==> src/rtl/regfile_write_scheduler.sv <==
// Arbitrates ALU and load writebacks onto the single register-block write port and tracks pending destinations.
// Optional macro REGSCHED_RR_EN: round-robin on conflict (default build: load source always wins a conflict).
module regfile_write_scheduler #(
  parameter int unsigned NREGS = 8,
  parameter int unsigned AW    = 3,
  parameter int unsigned DW    = 16
) (
  input  logic          Clock,
  input  logic          nReset,
  input  logic          AluReq,
  input  logic [AW-1:0] AluRw,
  input  logic [DW-1:0] AluData,
  output logic          AluAck,
  input  logic          MemReq,
  input  logic [AW-1:0] MemRw,
  input  logic [DW-1:0] MemData,
  output logic          MemAck,
  input  logic          ResvValid,
  input  logic [AW-1:0] ResvRw,
  input  logic [AW-1:0] Rs1In,
  input  logic [AW-1:0] Rs2In,
  output logic [AW-1:0] RwIn,
  output logic          We,
  output logic [DW-1:0] WData,
  output logic          Stall,
  output logic          Idle
);

  typedef enum logic {SRC_ALU = 1'b0, SRC_MEM = 1'b1} src_e;

  src_e             last_gnt;
  logic [NREGS-1:0] pending;
  logic [NREGS-1:0] pending_nxt;
  logic             mem_pri_c;
  logic             alu_gnt_c;
  logic             mem_gnt_c;
  logic             gnt_c;
  logic [AW-1:0]    gnt_rw_c;
  logic [DW-1:0]    gnt_data_c;

`ifdef REGSCHED_RR_EN
  // Conflict goes to whichever source was not granted last; reset value MEM hands the first conflict to ALU.
  assign mem_pri_c = (last_gnt == SRC_ALU);
`else
  logic unused_last_gnt;
  assign unused_last_gnt = (last_gnt == SRC_MEM);
  assign mem_pri_c       = 1'b1;
`endif

  // Grant selection; no grant while reset is asserted.
  always_comb begin
    alu_gnt_c = 1'b0;
    mem_gnt_c = 1'b0;
    if (nReset) begin
      if (AluReq && MemReq) begin
        mem_gnt_c = mem_pri_c;
        alu_gnt_c = !mem_pri_c;
      end else begin
        alu_gnt_c = AluReq;
        mem_gnt_c = MemReq;
      end
    end
  end

  assign gnt_c      = alu_gnt_c | mem_gnt_c;
  assign gnt_rw_c   = mem_gnt_c ? MemRw : AluRw;
  assign gnt_data_c = mem_gnt_c ? MemData : AluData;
  assign AluAck     = alu_gnt_c;
  assign MemAck     = mem_gnt_c;

  // Clear applied before set so a reserve on the same edge as a grant keeps the bit.
  always_comb begin
    pending_nxt = pending;
    if (gnt_c) begin
      pending_nxt[gnt_rw_c] = 1'b0;
    end
    if (ResvValid) begin
      pending_nxt[ResvRw] = 1'b1;
    end
  end

  always_ff @(posedge Clock or negedge nReset) begin
    if (!nReset) begin
      We       <= 1'b0;
      RwIn     <= '0;
      WData    <= '0;
      pending  <= '0;
      last_gnt <= SRC_MEM;
    end else begin
      We      <= gnt_c;
      pending <= pending_nxt;
      if (gnt_c) begin
        RwIn     <= gnt_rw_c;
        WData    <= gnt_data_c;
        last_gnt <= mem_gnt_c ? SRC_MEM : SRC_ALU;
      end
    end
  end

  assign Stall = pending[Rs1In] | pending[Rs2In];
  assign Idle  = ~(|pending) & ~AluReq & ~MemReq & ~We;

endmodule

==> config.mk <==
export PLATFORM = sky130hd
export DESIGN_NAME = regfile_write_scheduler
export DESIGN_NICKNAME = d
export VERILOG_FILES = /design/src/rtl/regfile_write_scheduler.sv
export SDC_FILE = /design/constraint.sdc
export NUM_CORES = 1
export LEC_CHECK = 0
export BUFFER_PORTS_ARGS = -buffer_cell sky130_fd_sc_hd__buf_4
export CORE_ASPECT_RATIO = 0.75
export CORE_MARGIN = 1
export CORE_UTILIZATION = 40
export CTS_CLUSTER_DIAMETER = 150
export CTS_CLUSTER_SIZE = 25
export DETAILED_ROUTE_END_ITERATION = 7
export PLACE_DENSITY = 0.81
export SYNTH_ARGS = -nofsm -noshare
export SYNTH_HDL_FRONTEND = slang
export SYNTH_SLANG_ARGS = --single-unit
==> constraint.sdc <==
create_clock -name Clock -period 2.05 [get_ports Clock]
set_input_delay 0.615 -clock Clock [delete_from_list [all_inputs] [get_ports Clock]]
set_output_delay 0.615 -clock Clock [all_outputs]
set_load 0.05 [all_outputs]
; ---- Yosys cells after proc, flatten, opt, wreduce, memory -nomap -nowiden
; Cells that the tools add are included.
[totals]
ff_bits = 28
inputBits = 52
output_inout_bits = 24
wordCells = 42
[classes]
order_cmp = 6
muxes = 16
bitwise_logic = 12
n_reduce_logical = 4
[ops]
columns = operator, count
row1 = $lt 3x4->1 const B, 4
row2 = $mux 16, 1
row3 = $mux 8, 2
row4 = $and 8x8->8, 1
row5 = $mux 1, 8
row6 = $not 8->8, 1
row7 = $or 8x8->8, 1
row8 = $reduce_or 8->1, 1
row9 = $bmux 1 s3, 2
row10 = $demux 1 s3, 2
row11 = $ge 3x1->1 const B, 2
row12 = $not 1->1, 4
row13 = $and 1x1->1, 3
row14 = $logic_and 1x1->1, 3
row15 = $mux 3, 1
row16 = $or 1x1->1, 2

; ---- Longest topological paths before layout
[depth]
word_depth = 13
mapped_depth = 6
mapped_depth_nobuf = 5

; ---- Least setup slack after synthesis
; Ideal clock, no wire load.
[synth_timing]
path_type = input port to output port
from = in MemReq
to = out Idle
t_arrival_ps = 2514
t_required_ps = 1435
setup_slack_ps = -1079
path_stages = 4
n_path_buf = 1
cell_sequence = buf_6 -> nor4_1 -> nand2_1 -> nor4_1
[synth_via]
elab_chain_cells = 3
[synth_lines]
columns = element, line
row1 = start: declaration, 14  ; input logic MemReq,
row2 = $not 1->1, 101  ; assign Idle = ~(|pending) & ~AluReq & ~MemReq & ~We;
row3 = $and 1x1->1 (2 in series), 101
row4 = end: declaration, 26  ; output logic Idle
; No other way between the ends.

; ---- Final worst setup path
[layout_timing]
from = reg pending[5]
to = out Stall
[layout_via]
elab_chain_cells = 3
word_cells_on_any_way = 5
classes_between = 4 x mux / 1 x bitwise
[layout_lines]
columns = element, line
row1 = start: declaration, 32  ; logic [NREGS-1:0] pending;
row2 = start signal: assignment, 91  ; pending <= pending_nxt;
row3 = $bmux 1 s3, 100  ; assign Stall = pending[Rs1In] | pending[Rs2In];
row4 = $mux 1 (implied by the code), 100
row5 = $or 1x1->1 *, 100
row6 = end: declaration, 25  ; output logic Stall,
; Every way passes the cells marked *; elsewhere a longest branch is shown, timed or not. The select of a mux whose other input is x is not followed.

==> flow_metrics.py <==
metrics = {
    "run_status": {
        "violations": "negative setup slack",
        "run_status": "finished, violations left",
    },
    "synthesis": {
        "synth_most_common_cell": "o21ai_1",
        "yosys_warnings": 0,
        "yosysTopAreaCell": "dfrtp_1",
        "yosysTopAreaCellShare_pct": 45.4,
        "avgSynthCellArea_sq_um": 10.8,
        "async_flop_share_pct": 100,
        "ys.flop_type": "dfrtp_1",
        "syn_nets": 195,
        "netlist_area_sq_um": 1540,
        "ys_ff_latch": 28,
        "synth_area_leaders": "dfrtp_1 (45%), mux2i_1 (12%), o21ai_1 (9.7%)",
        "yosysSeqAreaShare_pct": 45.4,
        "synth_common_cells": "o21ai_1 (30), dfrtp_1 (28), nand2_1 (20)",
        "synth-edff-count": 0,
        "yosysUniqueCellTypes": 30,
        "netlist_instances": 143,
    },
    "finish": {
        "nNetsFinal": 279,
        "fillCellCount": 304,
        "antenna_cells": 0,
        "drive_above_1_share_pct": 48.4,
        "area_delta_synth_final_pct": 50.4,
    },
    "sta": {
        "rsz0062_at_grt": "true",
        "hold_viol": 0,
        "fmaxAchievable_ghz": 0.453,
        "fin_ws_ps": -158,
        "relSlewSlack_pct": 77.5,
        "slew_violations": 0,
        "setup_viol": 2,
        "hold_slack_ps": 162,
        "skew_ps": 0,
        "worst_pin_slew_ps": 337,
        "finalCritPeriodShare_pct": 108,
        "fin_crit_ps": 2210,
    },
    "die": {
        "die_h_microns": 55.8,
        "row_count": 19,
        "core_area_sq_um": 3680,
        "dieArea_sq_um": 4110,
        "start_util_pct": 41.9,
        "fp.dieW_microns": 73.7,
        "ioPinCount": 76,
    },
    "cts": {
        "cts_tree": "built",
        "path_clk_slew_ps": 90,
        "cts_max_level": 1,
        "cts-root-buf": "clkbuf_8",
        "cts_made_buffers": 3,
        "insertion_delay_ps": 270,
        "cts_buffer_depth": 2,
        "cts_hold_buf": 0,
        "cts_num_sinks": 28,
    },
    "power_and_ir_drop": {
        "power.density_nw_per_um2": 741,
        "vdd_drop_max_mv": 0.290,
        "cellLeakagePower_nw": 1.14,
    },
    "placed_design": {
        "place.gp.congestion": 0.833,
        "dp_slack_ps": -207,
        "dpl.hpwl_microns": 3030,
        "io_buffers": 75,
    },
    "detailed_routing": {
        "drt_iter0_markers": 74,
        "drt-wirelength-per-cell_microns": 14.1,
        "drcViolationCount": 0,
        "antenna_left": 0,
        "first_pass_iters": 4,
        "dr_total_vias": 1399,
        "drt_wl_total_microns": 3900,
        "viasPerCell": 5.05,
    },
    "grt": {
        "grt_pass1_vias": 1359,
        "grt_start_max_net_pins": 34,
        "gr-total-overflow": 0,
        "antenna_found_initial": 0,
        "track_usage_pct": 19.9,
        "grt_pass1_wl_microns": 6250,
    },
    "critical_path": {
        "worst-setup-path-type": "reg -> out",
        "end_kind": "output pin",
        "reg2reg_from": "pending[3]",
        "cp.arrival_ps": 1590,
        "startpoint": "pending[5]",
        "cp.required_ps": 1430,
        "critPathMaxFanout": 4,
        "worstSetupStartpointType": "flop",
    },
    "hold_path": {
        "hp-class": "in -> async",
    },
    "job": {
        "drv_cap": 0,
    },
}
-- power breakdown --
part	internal [mW]	switching (mW)	total, mW
Combinational	0.304	0.399	0.703
Sequential	0.642	0.0803	0.722
Clock	0.132	0.162	0.294
Total	1.08	0.641	1.72
-- timing repair --
item | CTS | global route
pin swaps | 1 | 1
endpoints found under the hold margin | 0 | 0
endpoints found under the setup margin | 2 | 2
buffers inserted | 0 | 5
resized for setup | 5 | 6
-- worst max-delay path: stages, from the launching register on --
cell	delay [ps]
dfrtp_1	440
mux4_2	490
mux2i_2	170
nand2_2	80
buf_8	150
-- layer usage --
| metal | track usage [%] | vias up | routed length [microns] |
|---|---|---|---|
| li1 | - | 690 | - |
| met3 | 5.07 | 0 | 273 |
| met5 | 0 | - | 0 |
| met1 | 25.8 | 657 | 1640 |
| met4 | 4.12 | 0 | 0 |
| met2 | 33.6 | 52 | 1990 |
-- worst paths after layout --
kind	endpoint	slack, ps	cells after the start
max in group asynchronous	pending[6]	1300	2
hold reg to reg	WData[6]	490	2
hold / removal	pending[3]	160	1
setup reg to reg	pending[3]	1210	3
setup / recovery	Stall	-160	4
min in group Clock	WData[6]	490	2
-- layout make-up --
| cell class | instances | area, sq um | area share [%] |
|---|---|---|---|
| multi-input cells | 103 | 801 | 34.5 |
| well taps | 52 | 65.1 | 2.80 |
| repair buffers | 86 | 689 | 29.7 |
| flip-flops and latches | 28 | 704 | 30.4 |
| inverters | 5 | 18.8 | 0.809 |
| clock buffers | 3 | 41.3 | 1.78 |
-- flip-flops by register name (all words and copies together), names as in the netlist --
signal	cells
RwIn	3
pending	8
We	1
WData	16
-- placed cells by master, fill, tap and decap left out --
cell       synthesis  final
nand4b_1           1      1
clkbuf_8           0      3
dfrtp_2            0      3
mux2i_1           18     17
o21ai_1           30     30
a21oi_1            3      3
and4_1             1      1
o31a_1             1      1
mux2i_2            0      1
nor2_1             1      1
and3b_4            1      1
mux4_2             4      4
o21a_1             1      1
buf_12             0      2
a2bb2oi_2          1      1
nand2_2            0      1
buf_8              0      1
buf_4              1     80
a211oi_1           1      1
buf_6              3      3
a31oi_4            2      2
nand2_1           20     19
inv_2              1      1
nand2b_1           3      3
o21ai_2            1      1
o31ai_1            2      2
nand2_4            1      1
o22ai_1            2      2
nand3b_1           2      2
dfrtp_1           28     25
inv_1              4      4
o21ai_0            2      2
nor4_2             0      2
nor4_4             0      1
a22oi_4            1      1
and4b_1            1      1
-- kinds of logic after synthesis --
group / count (synthesis) / synth area share (%)
AO/OA/AOI/OAI: 47 / 20.4
buffers and inverters: 12 / 4.87
flip-flops: 28 / 45.4
multiplexers: 22 / 17.5
AND/OR/NAND/NOR: 34 / 11.8
-- metrics by stage --
step | setup TNS (ps) | cells | instance area [sq um] | power [mW] | utilization [%]
after floorplan | -217 | 143 | 1560 | 1.12 | -
after global placement | -318 | 269 | 2200 | 1.36 | 59.8
after detailed placement | -309 | 269 | 2200 | 1.38 | 59.8
after CTS | -238 | 272 | 2260 | 1.68 | 61.5
after global routing | -361 | 277 | 2320 | 1.80 | 63.0
final | -205 | 277 | 2320 | 1.72 | 63.0
Power figures use the tool's default switching activity.
